`config.mk`:
```
export PLATFORM = sky130hd
export DESIGN_NAME = tcm_axi_loader
export DESIGN_NICKNAME = d
export VERILOG_FILES = /design/src/rtl/tcm_axi_loader.sv
export SDC_FILE = /design/constraint.sdc
export NUM_CORES = 1
export LEC_CHECK = 0
export CORE_MARGIN = 1.5
export CORE_UTILIZATION = 43
export DETAILED_ROUTE_END_ITERATION = 7
export GPL_TIMING_DRIVEN = 0
export RECOVER_POWER = 100
export SYNTH_ARGS = -nofsm -noshare
export SYNTH_HDL_FRONTEND = slang
export SYNTH_SLANG_ARGS = --single-unit
```
`constraint.sdc`:
```
create_clock -name clk_i -period 8.9 [get_ports clk_i]
set_clock_uncertainty 0.15 [all_clocks]
set_input_delay 1.78 -clock clk_i [delete_from_list [all_inputs] [get_ports clk_i]]
set_output_delay 1.78 -clock clk_i [all_outputs]
set_load 0.05 [all_outputs]
```
`src/rtl/tcm_axi_loader.sv`:
```
// Byte-stream to AXI4 INCR write-burst loader for TCM firmware download.
// Optional checksum output enabled by defining TCM_LOADER_CSUM_EN.
module tcm_axi_loader #(
    parameter int unsigned BURST_LEN = 8,
    parameter logic [3:0]  AXI_ID    = 4'd0
) (
    input  logic        clk_i,
    input  logic        rst_ni,
    input  logic        start_i,
    input  logic [31:0] base_addr_i,
    input  logic [15:0] len_i,
    input  logic        byte_valid_i,
    input  logic [7:0]  byte_data_i,
    output logic        byte_ready_o,
    output logic        busy_o,
    output logic        done_o,
    output logic        error_o,
`ifdef TCM_LOADER_CSUM_EN
    output logic [31:0] csum_o,
`endif
    output logic        axi_awvalid_o,
    output logic [31:0] axi_awaddr_o,
    output logic [3:0]  axi_awid_o,
    output logic [7:0]  axi_awlen_o,
    output logic [1:0]  axi_awburst_o,
    input  logic        axi_awready_i,
    output logic        axi_wvalid_o,
    output logic [31:0] axi_wdata_o,
    output logic [3:0]  axi_wstrb_o,
    output logic        axi_wlast_o,
    input  logic        axi_wready_i,
    input  logic        axi_bvalid_i,
    input  logic [1:0]  axi_bresp_i,
    input  logic [3:0]  axi_bid_i,
    output logic        axi_bready_o
);

    localparam int CNT_W = $clog2(BURST_LEN + 1);
    localparam int IDX_W = (BURST_LEN > 1) ? $clog2(BURST_LEN) : 1;

    typedef enum logic [2:0] {
        S_IDLE,
        S_FILL,
        S_AW,
        S_W,
        S_B,
        S_DONE
    } state_t;

    state_t             r_state;
    state_t             w_state_nxt;

    logic [31:0]        r_base;
    logic [15:0]        r_len;
    logic [15:0]        r_bytes_rcvd;
    logic [15:0]        r_words_sent;
    logic [31:0]        r_pack;
    logic [1:0]         r_pack_cnt;
    logic [31:0]        r_buf [BURST_LEN];
    logic [CNT_W-1:0]   r_buf_cnt;
    logic [IDX_W-1:0]   r_beat;
    logic               r_error;

    logic               w_start;
    logic               w_byte_fire;
    logic               w_last_byte;
    logic               w_word_done;
    logic               w_buf_last_slot;
    logic [31:0]        w_packed;
    logic               w_aw_fire;
    logic               w_w_fire;
    logic               w_b_fire;
    logic               w_beat_last;
    logic               w_all_rcvd;
    logic               w_bresp_err;
    logic [3:0]         w_tail_strb;
    logic               w_unused;

    assign w_unused        = ^axi_bid_i;

    assign w_start         = (r_state == S_IDLE) && start_i;
    assign w_byte_fire     = (r_state == S_FILL) && byte_valid_i;
    assign w_last_byte     = ((r_bytes_rcvd + 16'd1) == r_len);
    assign w_word_done     = (r_pack_cnt == 2'd3) || w_last_byte;
    assign w_buf_last_slot = (r_buf_cnt == CNT_W'(BURST_LEN - 1));
    assign w_packed        = r_pack | ({24'd0, byte_data_i} << {r_pack_cnt, 3'b000});
    assign w_aw_fire       = (r_state == S_AW) && axi_awready_i;
    assign w_w_fire        = (r_state == S_W) && axi_wready_i;
    assign w_b_fire        = (r_state == S_B) && axi_bvalid_i;
    assign w_beat_last     = (CNT_W'(r_beat) == (r_buf_cnt - CNT_W'(1)));
    assign w_all_rcvd      = (r_bytes_rcvd == r_len);
    assign w_bresp_err     = (axi_bresp_i != 2'b00);

    // Byte enables for the final word only cover the bytes actually supplied
    always_comb begin
        w_tail_strb = 4'hF;
        unique case (r_len[1:0])
            2'd1:    w_tail_strb = 4'h1;
            2'd2:    w_tail_strb = 4'h3;
            2'd3:    w_tail_strb = 4'h7;
            default: w_tail_strb = 4'hF;
        endcase
    end

    always_ff @(posedge clk_i or negedge rst_ni) begin
        if (!rst_ni) begin
            r_state <= S_IDLE;
        end else begin
            r_state <= w_state_nxt;
        end
    end

    always_comb begin
        w_state_nxt   = r_state;
        busy_o        = 1'b1;
        done_o        = 1'b0;
        byte_ready_o  = 1'b0;
        axi_awvalid_o = 1'b0;
        axi_wvalid_o  = 1'b0;
        axi_bready_o  = 1'b0;
        unique case (r_state)
            S_IDLE: begin
                busy_o = 1'b0;
                if (start_i) begin
                    w_state_nxt = (len_i == 16'd0) ? S_DONE : S_FILL;
                end
            end
            S_FILL: begin
                byte_ready_o = 1'b1;
                if (w_byte_fire && w_word_done && (w_buf_last_slot || w_last_byte)) begin
                    w_state_nxt = S_AW;
                end
            end
            S_AW: begin
                axi_awvalid_o = 1'b1;
                if (axi_awready_i) begin
                    w_state_nxt = S_W;
                end
            end
            S_W: begin
                axi_wvalid_o = 1'b1;
                if (axi_wready_i && w_beat_last) begin
                    w_state_nxt = S_B;
                end
            end
            S_B: begin
                axi_bready_o = 1'b1;
                if (axi_bvalid_i) begin
                    w_state_nxt = (w_bresp_err || w_all_rcvd) ? S_DONE : S_FILL;
                end
            end
            S_DONE: begin
                done_o      = 1'b1;
                w_state_nxt = S_IDLE;
            end
            default: begin
                w_state_nxt = S_IDLE;
            end
        endcase
    end

    always_ff @(posedge clk_i or negedge rst_ni) begin
        if (!rst_ni) begin
            r_base       <= 32'd0;
            r_len        <= 16'd0;
            r_bytes_rcvd <= 16'd0;
            r_words_sent <= 16'd0;
            r_pack       <= 32'd0;
            r_pack_cnt   <= 2'd0;
            r_buf_cnt    <= '0;
            r_beat       <= '0;
            r_error      <= 1'b0;
        end else begin
            if (w_start) begin
                r_base       <= {base_addr_i[31:2], 2'b00};
                r_len        <= len_i;
                r_bytes_rcvd <= 16'd0;
                r_words_sent <= 16'd0;
                r_pack       <= 32'd0;
                r_pack_cnt   <= 2'd0;
                r_buf_cnt    <= '0;
                r_beat       <= '0;
                r_error      <= 1'b0;
            end
            if (w_byte_fire) begin
                r_bytes_rcvd <= r_bytes_rcvd + 16'd1;
                if (w_word_done) begin
                    r_pack     <= 32'd0;
                    r_pack_cnt <= 2'd0;
                    r_buf_cnt  <= r_buf_cnt + CNT_W'(1);
                end else begin
                    r_pack     <= w_packed;
                    r_pack_cnt <= r_pack_cnt + 2'd1;
                end
            end
            if (w_w_fire) begin
                r_beat <= r_beat + IDX_W'(1);
            end
            // Burst retired: advance the address window and empty the buffer
            if (w_b_fire) begin
                r_words_sent <= r_words_sent + 16'(r_buf_cnt);
                r_buf_cnt    <= '0;
                r_beat       <= '0;
                if (w_bresp_err) begin
                    r_error <= 1'b1;
                end
            end
        end
    end

    always_ff @(posedge clk_i) begin
        if (w_byte_fire && w_word_done) begin
            r_buf[r_buf_cnt[IDX_W-1:0]] <= w_packed;
        end
    end

    assign axi_awid_o    = AXI_ID;
    assign axi_awburst_o = 2'b01;
    assign axi_awaddr_o  = axi_awvalid_o ? (r_base + {14'd0, r_words_sent, 2'b00}) : 32'd0;
    assign axi_awlen_o   = axi_awvalid_o ? (8'(r_buf_cnt) - 8'd1) : 8'd0;
    assign axi_wdata_o   = axi_wvalid_o ? r_buf[r_beat] : 32'd0;
    assign axi_wstrb_o   = !axi_wvalid_o ? 4'h0 :
                           (w_beat_last && w_all_rcvd) ? w_tail_strb : 4'hF;
    assign axi_wlast_o   = axi_wvalid_o && w_beat_last;
    assign error_o       = r_error;

`ifdef TCM_LOADER_CSUM_EN
    logic [31:0] r_csum;

    always_ff @(posedge clk_i or negedge rst_ni) begin
        if (!rst_ni) begin
            r_csum <= 32'd0;
        end else if (w_start) begin
            r_csum <= 32'd0;
        end else if (w_w_fire) begin
            r_csum <= r_csum + axi_wdata_o;
        end
    end

    assign csum_o = r_csum;
`endif

endmodule

```
# After elaboration in Yosys (flattened, before gate mapping)
# Memory sizes are Yosys's and may differ from the RTL's.
# Cells that the tools add are included.
[op_classes] n_eq_ne=18 bitwise_logic=1 shifts=1 add_sub_neg=8 mux=41 n_reduce_logical=19
[op_table] cell="32-bit 2-to-1 mux" n=5
[op_table] cell="16-bit 2-to-1 mux" n=3
[op_table] cell="32-bit by 18-bit adder with 32-bit output" n=1
[op_table] cell="16-bit == test" n=2
[op_table] cell="32-bit OR" n=1
[op_table] cell="8-bit by 5-bit << shifter with 32-bit output" n=1
[op_table] cell="3-bit 2-to-1 mux" n=10
[op_table] cell="4-bit 2-to-1 mux" n=6
[op_table] cell="16-bit by 1-bit adder with 16-bit output (second input constant)" n=1
[op_table] cell="16-bit by 4-bit adder with 16-bit output" n=1
[op_table] cell="16-bit zero test" n=1
[op_table] cell="3-bit case mux with 5 select lines" n=1
[op_table] cell="4-bit case mux with 3 select lines" n=1
[op_table] cell="1-bit 2-to-1 mux" n=11
[op_table] cell="1-bit logical AND" n=9
[op_table] cell="8-bit 2-to-1 mux" n=1
[op_table] cell="2-bit == test (second input constant)" n=3
[op_table] cell="3-bit by 2-bit == test with 1-bit output (second input constant)" n=2
[op_table] cell="3-bit == test (second input constant)" n=2
[op_table] cell="2-bit 2-to-1 mux" n=3
[op_table] cell="2-bit inequality test (second input constant)" n=3
[op_table] cell="2-bit nonzero test" n=3
[op_table] cell="5-bit AND reduction" n=1
[op_table] cell="4-bit by 1-bit subtractor with 5-bit output (second input constant)" n=1
[op_table] cell="other kinds (12)" n=15
[totals] word_cells=99 input_bits=69 regBits=123 mem_count=1 ramBits=256
[mem_list] name="r_buf" depth=8 width=32 rd=1 rd_ports_with_merged_regs=0 write_ports=1 line="59" source="logic [31:0] r_buf [BURST_LEN];"

# Longest topological paths before layout
# Gate-level depths: netlist of the first run.
[logic_depth] ltp_word=7 ltp_mapped=11 ltp_nobuf=10

# Least setup slack after synthesis of the first run
# OpenSTA, ideal clock, no wires.
[synth_path] kind="register to register" start="register r_state[2]" end="memory r_buf[1][0] (enable)" setup_slack_ps=2467 t_required_ps=8249 setup_ps=501 t_arrival_ps=5781 stages_incl_launch_ff=7 path_cell_list="dfrtp_1 > clkbuf_1 > nor3b_1 > and2_1 > clkbuf_1 > o21ai_0 > nor4_1"
[synth_via] elab_chain_len=5
[synth_rtl] element="start: declaration" line="50" source="state_t r_state;"
[synth_rtl] element="start signal: assignment" line="109" source="r_state <= w_state_nxt;"
[synth_rtl] element="3-bit by 1-bit == test with 1-bit output" line="82" source="assign w_byte_fire = (r_state == S_FILL) && byte_valid_i;"
[synth_rtl] element="1-bit logical AND" line="82"
[synth_rtl] element="1-bit logical AND" line="212" source="if (w_byte_fire && w_word_done) begin"
[synth_rtl] element="1-bit 2-to-1 mux" line="212"
[synth_rtl] element="1-bit 2-to-1 mux (implied by the code)" line="213" source="r_buf[r_buf_cnt[IDX_W-1:0]] <= w_packed;"
[synth_rtl] element="end: declaration" line="59"
# No other way between the ends.

# Worst setup path after layout of the first run
[layout_path] start="register r_buf_cnt[0]" end="output axi_wstrb_o[3]"
[layout_via] elab_chain_len=5
[layout_rtl] element="start: declaration" line="60" source="logic [CNT_W-1:0] r_buf_cnt;"
[layout_rtl] element="start signal: assignment" line="190" source="r_buf_cnt <= r_buf_cnt + CNT_W'(1);"
[layout_rtl] element="4-bit by 1-bit subtractor with 4-bit output" line="90" source="assign w_beat_last = (CNT_W'(r_beat) == (r_buf_cnt - CNT_W'(1)));"
[layout_rtl] element="3-bit by 4-bit == test with 1-bit output" line="90"
[layout_rtl] element="1-bit logical AND" line="223" source="(w_beat_last && w_all_rcvd) ? w_tail_strb : 4'hF;"
[layout_rtl] element="4-bit 2-to-1 mux" line="223"
[layout_rtl] element="4-bit 2-to-1 mux" line="222" source="assign axi_wstrb_o = !axi_wvalid_o ? 4'h0 :"
[layout_rtl] element="end: declaration" line="29" source="output logic [3:0] axi_wstrb_o,"
# No other way between the ends.

==> results of run 1 <==
-- cell type report --
cell class                 instances  area, um2  share of cell area (%)
sequential                       379      10770                   51.24
multi-input combinational        844       5969                   28.41
tap                              525      656.9                   3.126
clock buffer                      62       1207                   5.746
buffer                            80      421.7                   2.007
timing repair buffer             180       1594                   7.587
clock inverter                    15      190.2                  0.9051
inverter                          55      206.4                  0.9826
-- placed cells by master (no fill, tap or decap), types with 26 or more instances in the layout --
cell type,instances
sky130_fd_sc_hd__o21ai_0,89
sky130_fd_sc_hd__edfxtp_1,256
sky130_fd_sc_hd__ha_1,27
sky130_fd_sc_hd__nand3_1,38
sky130_fd_sc_hd__xnor2_1,26
sky130_fd_sc_hd__nand2_1,207
sky130_fd_sc_hd__mux4_2,64
sky130_fd_sc_hd__nor2_1,87
sky130_fd_sc_hd__mux2i_1,36
sky130_fd_sc_hd__a21oi_1,67
sky130_fd_sc_hd__clkbuf_16,43
sky130_fd_sc_hd__inv_1,54
sky130_fd_sc_hd__dfrtp_1,123
sky130_fd_sc_hd__clkdlybuf4s50_1,53
sky130_fd_sc_hd__clkbuf_1,94
sky130_fd_sc_hd__dlygate4sd3_1,90
-- synth_stat cells (6+ instances only) --
master / instances / share of area [%]
sky130_fd_sc_hd__nand4_1: 14 / 0.50
sky130_fd_sc_hd__and3_1: 8 / 0.29
sky130_fd_sc_hd__nor2_1: 87 / 1.9
sky130_fd_sc_hd__edfxtp_1: 256 / 44
sky130_fd_sc_hd__buf_2: 12 / 0.35
sky130_fd_sc_hd__mux2i_1: 36 / 2.1
sky130_fd_sc_hd__a21o_1: 7 / 0.30
sky130_fd_sc_hd__dfrtp_1: 123 / 18
sky130_fd_sc_hd__clkbuf_1: 40 / 0.86
sky130_fd_sc_hd__or3_1: 14 / 0.50
sky130_fd_sc_hd__nand2_1: 206 / 4.5
sky130_fd_sc_hd__a21oi_1: 67 / 1.9
sky130_fd_sc_hd__xnor2_1: 26 / 1.3
sky130_fd_sc_hd__o31ai_1: 9 / 0.39
sky130_fd_sc_hd__o211ai_1: 8 / 0.35
sky130_fd_sc_hd__and2_1: 12 / 0.43
sky130_fd_sc_hd__nand3_1: 38 / 1.1
sky130_fd_sc_hd__nor4_1: 10 / 0.36
sky130_fd_sc_hd__buf_4: 13 / 0.56
sky130_fd_sc_hd__o21ai_0: 85 / 2.5
sky130_fd_sc_hd__inv_1: 55 / 1.2
sky130_fd_sc_hd__xor2_1: 15 / 0.76
sky130_fd_sc_hd__buf_1: 6 / 0.13
sky130_fd_sc_hd__mux4_2: 64 / 8.3
sky130_fd_sc_hd__ha_1: 27 / 1.9
sky130_fd_sc_hd__nor3_1: 14 / 0.40
sky130_fd_sc_hd__buf_6: 6 / 0.39
-- worst paths after layout --
check | start | endpoint | slack [ns] | cells past startpoint
max | r_buf_cnt[0] | axi_wstrb_o[3] | 2.20 | 10
min | error_o | error_o | 0.33 | 2
max reg2reg | r_bytes_rcvd[0] | r_buf[3][15] | 3.41 | 12
min reg2reg | error_o | error_o | 0.33 | 2
max in group asynchronous | rst_ni | r_pack[5] | 4.91 | 1
min in group asynchronous | rst_ni | r_len[4] | 2.00 | 1
-- metal layers --
| metal | GRT usage [%] | vias up |
|---|---|---|
| met5 | 0 | - |
| met4 | 6.429 | 0 |
| met3 | 2.886 | 54 |
| met2 | 33.21 | 318 |
| met1 | 30.95 | 5794 |
| li1 | - | 5416 |
-- cell families (layout without fill, tap and decap cells) --
kind of cell	after synthesis	count (layout)	share of synthesized area, %
AO/OA/AOI/OAI	224	224	7.778
adder cells (fa/ha/maj)	29	29	2.177
multiplexers	101	101	10.44
XOR/XNOR	41	41	2.069
AND/OR/NAND/NOR	441	441	11.80
flip-flops	379	379	62.02
other	2	8	0.04327
buffers and inverters	135	392	3.669
-- worst max-delay path, stage by stage, from the launching register on --
cell and delay, ns:
sky130_fd_sc_hd__dfrtp_1 0.48, sky130_fd_sc_hd__clkbuf_1 0.39, sky130_fd_sc_hd__inv_1 0.16, sky130_fd_sc_hd__ha_1 0.29
sky130_fd_sc_hd__xnor2_1 0.25, sky130_fd_sc_hd__o21ai_0 0.11, sky130_fd_sc_hd__mux2_2 0.27, sky130_fd_sc_hd__a2111oi_0 1.09
sky130_fd_sc_hd__and2_1 0.30, sky130_fd_sc_hd__a21oi_1 0.08, sky130_fd_sc_hd__dlygate4sd3_1 0.80
-- power by group through the flow --
| stage | clock network, mW | registers (mW) | logic [mW] |
|---|---|---|---|
| detailed placement | 0 | 2.42 | 2.41 |
| CTS | 1.79 | 2.39 | 2.42 |
| finish | 1.76 | 2.39 | 2.34 |
| global route | 1.86 | 2.41 | 2.55 |
| global placement | 0 | 2.41 | 2.37 |
| floorplan | 0 | 2.38 | 1.68 |
-- stage by stage --
step	TNS, ns	area (um2)	setup slack [ns]	std cells	total power [mW]
floorplan	0	17380	2.467	1358	4.055
global placement	-173.72	19480	-1.908	2027	4.784
detailed placement	0	19910	2.992	2063	4.828
CTS	0	21310	2.377	2140	6.594
global route	0	21010	1.978	2140	6.824
finish	0	21010	2.198	2140	6.484
-- flip-flops by register name (all words and copies together), names as in the netlist --
| signal | flops |
|---|---|
| r_base | 30 |
| r_buf_cnt | 4 |
| error_o | 1 |
| r_bytes_rcvd | 16 |
| r_buf | 256 |
| r_state | 3 |
| r_len | 16 |
| r_pack_cnt | 2 |
| r_pack | 32 |
| r_words_sent | 16 |
| r_beat | 3 |
==> results.tsv, run 1 <==
metric	value	unit
CTS Buffer Depth	3	
proportion of power drawn by flip-flops and latches	36.8	%
count of hold buffers inserted by post-cts repair	0	
startpoint type of the worst setup path	flip-flop	
cells after synthesis	1352	
number of distinct standard cells referenced by the synthesized netlist	81	
Initial Util	43.59	%
fraction of layout cells with a size suffix above 1	10.77	%
EDFF count, synth	256	
number of buffers created by CTS	42	
final hold slack	0.3300	ns
clock-pin slew reported for the worst setup and hold paths after clock tree synthesis	0.05	ns
Gates resized, CTS repair	0	
initial detailed-routing violation count	809	
leakage	8.157	nW
Max FO, Critical Path	10	
utilization after layout	52.76	%
pin count of the biggest net entering global routing	76	
final count of hold timing violations	0	
Clock Tree Root	sky130_fd_sc_hd__clkbuf_16	
Fmax	0.1492	GHz
port buffer count	144	
failing checks	capacitance limit, slew limit	
net switching component of the power	2.400	mW
number of antenna violations at the first check in global routing	0	
count of buffers added by post-CTS timing repair for setup	0	
H-tree depth reported by CTS	2	
CTS tree	yes	
met1 WL	20030	um
combinational fraction of design power	36.0	%
final count of negative-setup-slack endpoints	0	
Final GP Congestion	0.9051	
Critical Path Sink Type	primary output	
Wirelength per Cell	20.13	um
vertical die dimension	203.9	um
routed wl met3	2175	um
worst-case headroom to the max-slew limit	-94.47	%
result of the run	finished, violations left	
detailed-placement wirelength estimate	30270	um
Filler Cell Count	3488	
class of the worst hold path	flip-flop to flip-flop	
die boundary width	203.9	um
site row count	73	
GRT Total Usage	21.24	%
final critical-path share of the clock period	75.31	%
Clock Sinks	379	
Worst Path Class, Setup	flip-flop to primary output	
most common flop cell mapped by yosys	sky130_fd_sc_hd__edfxtp_1	
total inserted antenna cells	0	
insertion delay to the later sink of the worst-skew pair	0.57	ns
post-synthesis sequential element count	379	
max-cap violations	2	
Nets	1680	
Worst Tran Pin Value	2.917	ns
worst vdd ir	0.1882	mV
share of async-settable or async-resettable flops after synthesis	32.45	%
Cell Int Power	4.084	mW
global-route wire length before repair	67210	um
power density cells	308.6	nW/um2
Core ar.	39820	um2
count of pins on the block boundary	159	
post-synthesis sequential area ratio	62.02	%
overflow left after global routing	0	
antenna-violating nets left	0	
unrepaired setup endpoints after global routing	no	
highest metal layer used by the detailed router	met4	
number of vias after detailed routing	11580	
post-DR vias/cell	5.412	
clock period minus worst slack	6.702	ns
Switching Share	37.01	%
area overhead of the layout relative to synthesis	21.05	%
Die Footprint	41580	um2
cell area after technology mapping	17360	um2
total DRC errors in the routed layout	0	
routed wire length	43080	um
Pins Over Slew Limit	82	
Pre-antenna DRT Iters	5	
via count of the first global-routing pass	11540	
relative contribution of the clock network to total power	27.1	%
detailed-routed wire length on met2	20000	um
number of warnings printed during yosys synthesis	0	
per-instance average area after synthesis	12.84	um2
critical path arrival	4.77	ns
data required time of the critical path	6.97	ns
Power figures use the tool's default switching activity.
==> inputs of run 2 (changes only) <==
==> constraint.sdc (replaced) <==
create_clock -name clk_i -period 6.4 [get_ports clk_i]
set_clock_uncertainty 0.15 [all_clocks]
set_input_delay 1.28 -clock clk_i [delete_from_list [all_inputs] [get_ports clk_i]]
set_output_delay 1.28 -clock clk_i [all_outputs]
set_load 0.05 [all_outputs]
==> run 2 against run 1 <==
Against the previous run:
- the run still ends with capacitance limit, slew limit left
- combinational power grew 38%
- clock power rose by 39%
- critical path depth is 2 higher
- highest routed layer unchanged
==> results.tsv, run 2 (synthesis results as in run 1) <==
metric	value	unit	change
Fmax	0.1655	GHz	
leakage	8.132	nW	-0.32%
number of vias after detailed routing	11560		-0.18%
result of the run	finished, violations left		
cell with the largest stage delay on the worst path	sky130_fd_sc_hd__dlygate4sd3_1		
H-tree depth reported by CTS	2		unchanged
GRT Total Usage	21.24	%	unchanged
antenna-violating nets left	0		unchanged
number of buffers created by CTS	42		unchanged
post-route non-filler standard cell count	2140		unchanged
number of antenna violations at the first check in global routing	0		unchanged
max FFs per register	256		unchanged
Max FO, Critical Path	10		unchanged
site row count	73		unchanged
total placed cells including tap cells	2063		unchanged
clock period minus worst slack	6.044	ns	
routed wire length	42960	um	-0.26%
failing checks	capacitance limit, slew limit		
Critical Path Sink Type	primary output		
insertion delay to the later sink of the worst-skew pair	0.57	ns	about the same
Core ar.	39820	um2	unchanged
Nets	1680		unchanged
total DRC errors in the routed layout	0		unchanged
die boundary width	203.9	um	unchanged
commonest cells after routing, fill and taps aside	sky130_fd_sc_hd__edfxtp_1 (256), sky130_fd_sc_hd__nand2_1 (207), sky130_fd_sc_hd__dfrtp_1 (123)		
worst vdd ir	0.2619	mV	+39%
Initial Util	43.59	%	unchanged
CTS Buffer Depth	3		unchanged
startpoint type of the worst setup path	flip-flop		
overflow left after global routing	0		unchanged
Pre-antenna DRT Iters	5		unchanged
Worst Tran Pin Value	2.774	ns	-0.1428 ns
final critical-path share of the clock period	94.43	%	
fraction of layout cells with a size suffix above 1	10.53	%	-0.25 points
Die Footprint	41580	um2	unchanged
via count of the first global-routing pass	11540		unchanged
count of pins on the block boundary	159		unchanged
Wirelength per Cell	20.08	um	-0.26%
Filler Cell Count	3497		+0.26%
count of buffers added by post-CTS timing repair for setup	0		unchanged
placed standard-cell area	19910	um2	unchanged
clock-pin slew reported for the worst setup and hold paths after clock tree synthesis	0.05	ns	about the same
crit path cell chain	ha_1 > fa_1 > a21o_1 > a21oi_1 > o21a_1 > o31ai_1 > a2111o_1 > a21oi_1 > buf_2 > o21ai_0 > a21oi_1 > dlygate4sd3_1		
count of buffer and inverter cells on the critical path	2		-1
total negative slack	0	ns	unchanged
class of the worst hold path	flip-flop to flip-flop		
power density cells	429.1	nW/um2	+39%
detailed-placement wirelength estimate	30270	um	unchanged
Crit path largest cell delay	0.92	ns	-0.17 ns
post-DR vias/cell	5.402		-0.18%
final count of negative-setup-slack endpoints	0		unchanged
CTS tree	yes		
total power draw	8.993	mW	+39%
Pins Over Slew Limit	159		+94%
initial detailed-routing violation count	826		+2.1%
final count of hold timing violations	0		unchanged
Final Instance Area	20960	um2	-0.25%
pin count of the biggest net entering global routing	76		unchanged
cell class contributing the biggest share of worst-path delay	compound AO/OA/AOI/OAI gates		
area overhead of the layout relative to synthesis	20.75	%	
port buffer count	144		unchanged
Final GP Congestion	0.9051		unchanged
flip-flop and latch area	10770	um2	unchanged
most frequent standard cell in the layout excluding fill and tap cells	sky130_fd_sc_hd__edfxtp_1		
Clock Sinks	379		unchanged
Worst Path Class, Setup	flip-flop to primary output		
unrepaired setup endpoints after global routing	no		
combined area of the multi-input logic cells	5948	um2	-0.36%
total inserted antenna cells	0		unchanged
data required time of the critical path	4.97	ns	-2.00 ns
worst-case headroom to the max-slew limit	-84.95	%	+9.5 points
count of hold buffers inserted by post-cts repair	0		unchanged
cell repeated most along the worst path	sky130_fd_sc_hd__a21oi_1		
vertical die dimension	203.9	um	unchanged
critical path arrival	4.61	ns	-0.16 ns
max-cap violations	3		+1
global-route wire length before repair	67210	um	unchanged
Gates resized, CTS repair	0		unchanged
Clock Tree Root	sky130_fd_sc_hd__clkbuf_16		
## run 2: layer usage
layer | track usage (%) | wire length [um]
met1 | 30.95 | 19860
met2 | 33.21 | 19950
met3 | 2.886 | 2268
met4 | 6.429 | 879
met5 | 0 | 0
## run 2: through the flow
| stage | setup slack (ns) | hold WS, ns | utilization (%) |
|---|---|---|---|
| 2_1_floorplan | -0.03262 | 0.3006 | - |
| 3_3_place_gp | -3.908 | 0.3120 | 48.91 |
| 3_5_place_dp | 0.9915 | 0.3209 | 49.99 |
| 4_1_cts | 0.3774 | 0.3340 | 53.50 |
| 5_1_grt | 0.1339 | 0.3504 | 52.63 |
| 6_report | 0.3564 | 0.3300 | 52.63 |
## run 2: area by class of cell
cell class	count	share of cell area (%)
Clock inverter	15	0.9074
Buffer	80	1.970
Multi-Input combinational cell	844	28.38
Timing Repair Buffer	180	7.498
Inverter	55	0.9850
Sequential cell	379	51.36
Clock buffer	62	5.761
Tap cell	525	3.134
## run 2: worst paths after layout
path | start | end | slack (ns) | cells past startpoint
worst max-delay path | r_words_sent[0] | axi_awaddr_o[22] | 0.36 | 12
worst min register to register | error_o | error_o | 0.33 | 2
worst min-delay path | error_o | error_o | 0.33 | 2
max in group asynchronous | rst_ni | r_base[3] | 1.59 | 2
min in group asynchronous | rst_ni | r_len[4] | 1.44 | 1
worst max register to register | r_bytes_rcvd[0] | r_buf[3][15] | 0.99 | 12
## run 2: tightest hold or removal path, cell delays in order, from the launching register on
cell,delay [ns]
sky130_fd_sc_hd__dfrtp_1,0.34
sky130_fd_sc_hd__nand2_1,0.05
sky130_fd_sc_hd__o21ai_0,0.06
## run 2: where the power goes
group / switching, mW / internal (mW) / total, mW
clock: 0.968 / 1.47 / 2.44
sequential: 0.223 / 3.10 / 3.32
combinational: 2.13 / 1.10 / 3.23
total: 3.32 / 5.67 / 8.99
